`src/rtl/pe_sequencer.sv`:
```
// pe_sequencer: drives one PE through a full output pass.
// For every output byte: load LOAD_WORDS operand words, clear the MAC,
// step the MAC index, wait for the result, and write it to the result
// memory. After the last byte a single done pulse is issued.
//
// state   | meaning
// --------+-----------------------------------------------------------
// S_IDLE  | waiting for start; outputs quiet, addr holds last value
// S_LOAD  | in_ready high; one operand word accepted per in_valid cycle
// S_CLR   | one cycle of rstmac with cnt=0
// S_MAC   | MAC_STEPS cycles, cnt = 0 .. MAC_STEPS-1
// S_WAIT  | MAC_LAT cycles, cnt held at its last value
// S_WRITE | one cycle of enW at the current byte address
// S_DONE  | one cycle of done (busy still high)
module pe_sequencer #(
    parameter int M          = 127,
    parameter int L          = (M == 127) ? 3 : 5,
    parameter int LOAD_WORDS = (M + 1) / 32,
    parameter int MAC_STEPS  = 2 ** (L + 1),
    parameter int MAC_LAT    = 1,
    parameter int NOUT       = 172
) (
    input  logic         clk_i,
    input  logic         rst_ni,
    input  logic         start_i,
    input  logic         in_valid_i,
    output logic         in_ready_o,
    output logic         en_o,
    output logic         rstmac_o,
    output logic [L:0]   cnt_o,
    output logic         enw_o,
    output logic [7:0]   addr_o,
    output logic         done_o,
    output logic         busy_o
);

    localparam int CW   = L + 1;
    localparam int LDW  = (LOAD_WORDS > 1) ? $clog2(LOAD_WORDS) : 1;
    localparam int LATW = (MAC_LAT > 1) ? $clog2(MAC_LAT) : 1;

    localparam logic [LDW-1:0]  LOAD_LAST = LDW'(LOAD_WORDS - 1);
    localparam logic [CW-1:0]   MAC_LAST  = CW'(MAC_STEPS - 1);
    localparam logic [7:0]      ADDR_LAST = 8'(NOUT - 1);
    // WAIT runs as a down-counter ending at zero
    localparam logic [LATW-1:0] LAT_INIT  = LATW'((MAC_LAT > 0) ? (MAC_LAT - 1) : 0);

    typedef enum logic [2:0] {
        S_IDLE,
        S_LOAD,
        S_CLR,
        S_MAC,
        S_WAIT,
        S_WRITE,
        S_DONE
    } state_t;

    state_t          state_q, state_d;
    logic [LDW-1:0]  load_q, load_d;
    logic [CW-1:0]   cnt_q, cnt_d;
    logic [LATW-1:0] lat_q, lat_d;
    logic [7:0]      addr_q, addr_d;

    logic in_ready_q, in_ready_d;
    logic rstmac_q, rstmac_d;
    logic enw_q, enw_d;
    logic done_q, done_d;
    logic busy_q, busy_d;

    // a word is consumed only when the registered ready meets upstream valid
    assign en_o = in_valid_i & in_ready_q;

    // next-state and counter updates
    always_comb begin
        state_d = state_q;
        load_d  = load_q;
        cnt_d   = cnt_q;
        lat_d   = lat_q;
        addr_d  = addr_q;

        case (state_q)
            S_IDLE: begin
                if (start_i) begin
                    state_d = S_LOAD;
                    addr_d  = '0;
                    load_d  = '0;
                end
            end
            S_LOAD: begin
                if (en_o) begin
                    if (load_q == LOAD_LAST) begin
                        load_d  = '0;
                        state_d = S_CLR;
                    end else begin
                        load_d = load_q + LDW'(1);
                    end
                end
            end
            S_CLR: begin
                state_d = S_MAC;
                cnt_d   = '0;
            end
            S_MAC: begin
                if (cnt_q == MAC_LAST) begin
                    if (MAC_LAT == 0) begin
                        state_d = S_WRITE;
                    end else begin
                        state_d = S_WAIT;
                        lat_d   = LAT_INIT;
                    end
                end else begin
                    cnt_d = cnt_q + CW'(1);
                end
            end
            S_WAIT: begin
                if (lat_q == '0) begin
                    state_d = S_WRITE;
                end else begin
                    lat_d = lat_q - LATW'(1);
                end
            end
            S_WRITE: begin
                if (addr_q == ADDR_LAST) begin
                    state_d = S_DONE;
                end else begin
                    addr_d  = addr_q + 8'd1;
                    state_d = S_LOAD;
                end
            end
            S_DONE: begin
                state_d = S_IDLE;
            end
            default: begin
                state_d = S_IDLE;
            end
        endcase

        // cnt is only meaningful from MAC through WRITE
        if (state_d == S_IDLE || state_d == S_LOAD ||
            state_d == S_CLR  || state_d == S_DONE) begin
            cnt_d = '0;
        end
    end

    // Moore outputs decoded from the upcoming state so they come straight off flops
    always_comb begin
        in_ready_d = (state_d == S_LOAD);
        rstmac_d   = (state_d == S_CLR);
        enw_d      = (state_d == S_WRITE);
        done_d     = (state_d == S_DONE);
        busy_d     = (state_d != S_IDLE);
    end

    // state, counters and registered outputs
    always_ff @(posedge clk_i or negedge rst_ni) begin
        if (!rst_ni) begin
            state_q    <= S_IDLE;
            load_q     <= '0;
            cnt_q      <= '0;
            lat_q      <= '0;
            addr_q     <= '0;
            in_ready_q <= 1'b0;
            rstmac_q   <= 1'b0;
            enw_q      <= 1'b0;
            done_q     <= 1'b0;
            busy_q     <= 1'b0;
        end else begin
            state_q    <= state_d;
            load_q     <= load_d;
            cnt_q      <= cnt_d;
            lat_q      <= lat_d;
            addr_q     <= addr_d;
            in_ready_q <= in_ready_d;
            rstmac_q   <= rstmac_d;
            enw_q      <= enw_d;
            done_q     <= done_d;
            busy_q     <= busy_d;
        end
    end

    assign in_ready_o = in_ready_q;
    assign rstmac_o   = rstmac_q;
    assign cnt_o      = cnt_q;
    assign enw_o      = enw_q;
    assign addr_o     = addr_q;
    assign done_o     = done_q;
    assign busy_o     = busy_q;

endmodule
```
`config.mk`:
```
export PLATFORM = sky130hd
export DESIGN_NAME = pe_sequencer
export DESIGN_NICKNAME = d
export VERILOG_FILES = /design/src/rtl/pe_sequencer.sv
export SDC_FILE = /design/constraint.sdc
export NUM_CORES = 1
export LEC_CHECK = 0
export BUFFER_PORTS_ARGS = -buffer_cell sky130_fd_sc_hd__buf_2
export CORE_MARGIN = 1.5
export CORE_UTILIZATION = 58
export DETAILED_ROUTE_END_ITERATION = 8
export PLACE_DENSITY = 0.82
export SLEW_MARGIN = 25
export SYNTH_ARGS = -nofsm -noshare
export SYNTH_HDL_FRONTEND = slang
export SYNTH_SLANG_ARGS = --single-unit
```
`constraint.sdc`:
```
create_clock -name clk_i -period 2 [get_ports clk_i]
set_input_delay 0.3 -clock clk_i [delete_from_list [all_inputs] [get_ports clk_i]]
set_output_delay 0.3 -clock clk_i [all_outputs]
set_load 0.1 [all_outputs]
```
==> flow_metrics.env <==
export IMPL_grt_max_degree=23
export IMPL_cts_setup_buffers=0
export IMPL_detail_route_first_pass_iterations=4
export IMPL_synth_top_area_cell="dfrtp_1"
export IMPL_min_path_type="in2reg"
export IMPL_fmax_ghz=0.617
export IMPL_hold_buffers=1
export IMPL_cts_buffers=3
export IMPL_design_area_sq_mm=0.00138
export IMPL_criticalPathCategory="reg2out"
export IMPL_antenna_left=0
export IMPL_wl_mm=2.44
export IMPL_cp_end_kind="output pin"
export IMPL_power_density_mw_per_mm2=1580
export IMPL_ys_ff_latch=22
export IMPL_period_share_pct=81.0
export IMPL_crit_fanout=4
export IMPL_crit_chain="nand2_1 > clkinvlp_4 > buf_2"
export IMPL_netlist_cell_type_count=37
export IMPL_internal_power_w=0.000912
export IMPL_rows=16
export IMPL_clk_pin_slew_ps=110
export IMPL_total_power_w=0.00218
export IMPL_place_congestion=0.808
export IMPL_postPlaceCellArea_sq_mm=0.00135
export IMPL_antenna_found_initial=0
export IMPL_synth_most_common_cell="dfrtp_1"
export IMPL_fin_crit_ps=1620
export IMPL_clock_sinks=22
export IMPL_rsz0062_at_grt="no"
export IMPL_cts_htree_levels=1
export IMPL_fin_cells=170
export IMPL_clockRootBuffer="clkbuf_4"
export IMPL_final_nets=151
export IMPL_diodes=0
export IMPL_relSlewSlack_pct=64.0
export IMPL_seqPwrFrac_pct=34.8
export IMPL_grt_pass1_wl_mm=4.33
export IMPL_synthTopCellsByArea="dfrtp_1, nor2_1, a22o_1, ha_1, o21ai_0"
export IMPL_placedCellCount=165
export IMPL_p_comb_share_pct=55.4
export IMPL_synth_async_reset_ratio_pct=100
export IMPL_switching_share_pct=58.2
export IMPL_arrival_ps=1320
export IMPL_synth_edff_count=0
export IMPL_io_pins=22
export IMPL_drt_iter0_drc=19
export IMPL_num_vias=1039
export IMPL_dp_hpwl_mm=1.77
export IMPL_vdd_drop_max_mv=1.28
export IMPL_synth_seq_area_share_pct=45.5
export IMPL_drive_gt1_share_pct=25.2
export IMPL_grtUsageTotal_pct=23.3
export IMPL_max_cap_violations=0
export IMPL_cts_resized=0
export IMPL_cts_tree="yes"
export IMPL_hold_violations=0
export IMPL_clk_latency_ps=310
export IMPL_nFillCells=167
export IMPL_via_per_inst=6.11
export IMPL_utilization_pct=70.5
export IMPL_port_buffers=21
export IMPL_skew_ps=8.62
export IMPL_clkPwrFrac_pct=9.7
export IMPL_grt_ovfl_total=0
export IMPL_start_kind="register"
export IMPL_grt_pass1_vias=960
export IMPL_drc=0
export IMPL_yosys_warnings=0
export IMPL_multi_input_area_sq_um=628
export IMPL_register_area_sq_um=553
export IMPL_crit_path_top_delay_cell="buf_2"
export IMPL_area_growth_pct=14.2
export IMPL_syn_inst=119
export IMPL_start_util_pct=61.7
export IMPL_yosys_area_top_type_share_pct=45.5
export IMPL_ys_flop_type="dfrtp_1"
export IMPL_clockBufferDepth=2
export IMPL_synth_common_cells="dfrtp_1, nor2_1, nand2_1, o21ai_0, a22o_1"
export IMPL_critPathRequiredTime_ps=1700
export IMPL_p_sw_w=0.00127
export IMPL_fin_setup_tns_ps=0
export IMPL_tightest_slew_ps=540
export IMPL_syn_area_per_cell_sq_um=10.2
export IMPL_setup_viol=0
export IMPL_slowest_delay_ps=410
export IMPL_leakage_nw=0.633
export IMPL_synth_nets=126
export IMPL_dieArea_sq_mm=0.00237
export IMPL_routedWlPerCell_um=14.3
export IMPL_final_max_slew_viol_count=0
export IMPL_outcome="completed"
export IMPL_die_h_um=48.7
export IMPL_core_region_area_sq_mm=0.00196
export IMPL_die_w_um=48.7
export IMPL_synthesis_area_sq_mm=0.00121
-- critical path: cells and delay by family, from the launching register on --
family,cells,cell delay [ps]
flip-flops,1,370
buffers and inverters,2,500
AND/OR/NAND/NOR,1,140
-- per-stage QoR --
step / hold WS, ps / worst slack, ps
floorplan: 4.41 / 27.2
global placement: 280 / 583
detailed placement: 291 / 551
CTS: 360 / 377
global route: 437 / 285
finish: 363 / 379
-- layout by cell type, fill, tap and decap left out, types with 2 or more instances in the layout --
master,count
ha_1,3
o21ai_0,7
o2111ai_1,3
and4_1,2
a21oi_1,2
and4b_1,2
a22o_1,5
buf_2,21
nor2_1,13
nand2_1,8
nand3b_1,3
dfrtp_1,20
inv_1,2
and2_1,2
xnor2_1,2
xor2_1,4
mux2i_1,3
dfrtp_2,2
nor3_1,4
nand3_1,4
a21o_1,2
clkbuf_4,3
nor3_2,3
nand2b_1,2
o21ai_1,2
o211ai_1,3
-- final timing paths --
check,cells past startpoint,to,slack (ps),from
max in group asynchronous,2,addr_o[1]$_DFFE_PN0P_,1200,rst_ni
worst max register to register,5,state_q[2]$_DFF_PN0_,510,addr_o[0]$_DFFE_PN0P_
worst max-delay path,3,en_o,380,in_ready_o$_DFF_PN0_
worst min register to register,1,addr_o[0]$_DFFE_PN0P_,540,addr_o[0]$_DFFE_PN0P_
worst min-delay path,3,busy_o$_DFF_PN0_,360,start_i
min in group asynchronous,2,addr_o[5]$_DFFE_PN0P_,450,rst_ni
-- kinds of logic after synthesis --
family	Yosys count	synth area share (%)
flops	22	45.5
mux	3	2.48
compound gates	29	16.8
fa+ha+maj	3	3.10
xor+xnor	6	4.34
buf+inv	7	2.69
simple gates	49	25.1
-- power by group through the flow --
stage | combinational, W | clock, W | sequential (W)
after floorplan | 0.000423 | 0 | 0.00135
after global placement | 0.00119 | 0 | 0.000748
after detailed placement | 0.00121 | 0 | 0.000763
after CTS | 0.00121 | 0.000210 | 0.000753
after global routing | 0.00128 | 0.000235 | 0.000785
final | 0.00121 | 0.000212 | 0.000759
-- metal layers --
metal | wire length (um) | track usage (%) | share of wire (%) | up-vias
li1 | - | - | - | 482
met1 | 1090 | 31.4 | 45 | 522
met2 | 1210 | 37.9 | 50 | 28
met3 | 80 | 3.70 | 3.3 | 7
met4 | 61 | 9.05 | 2.5 | 0
met5 | 0 | 0 | 0 | -
-- flip-flops by register name, summed over array words and instances (netlist names) --
register    flops
cnt_o           4
done_o          1
rstmac_o        1
load_q          2
addr_o          8
state_q         3
in_ready_o      1
enw_o           1
busy_o          1
-- cell type report --
cell class,instances,share of cell area (%)
sequential,22,40.0
multi-input combinational,90,45.4
tap,27,2.44
clock buffer,4,1.90
inverter,4,1.36
timing repair buffer,23,8.87
No activity file was read; power rests on OpenSTA's default activity.
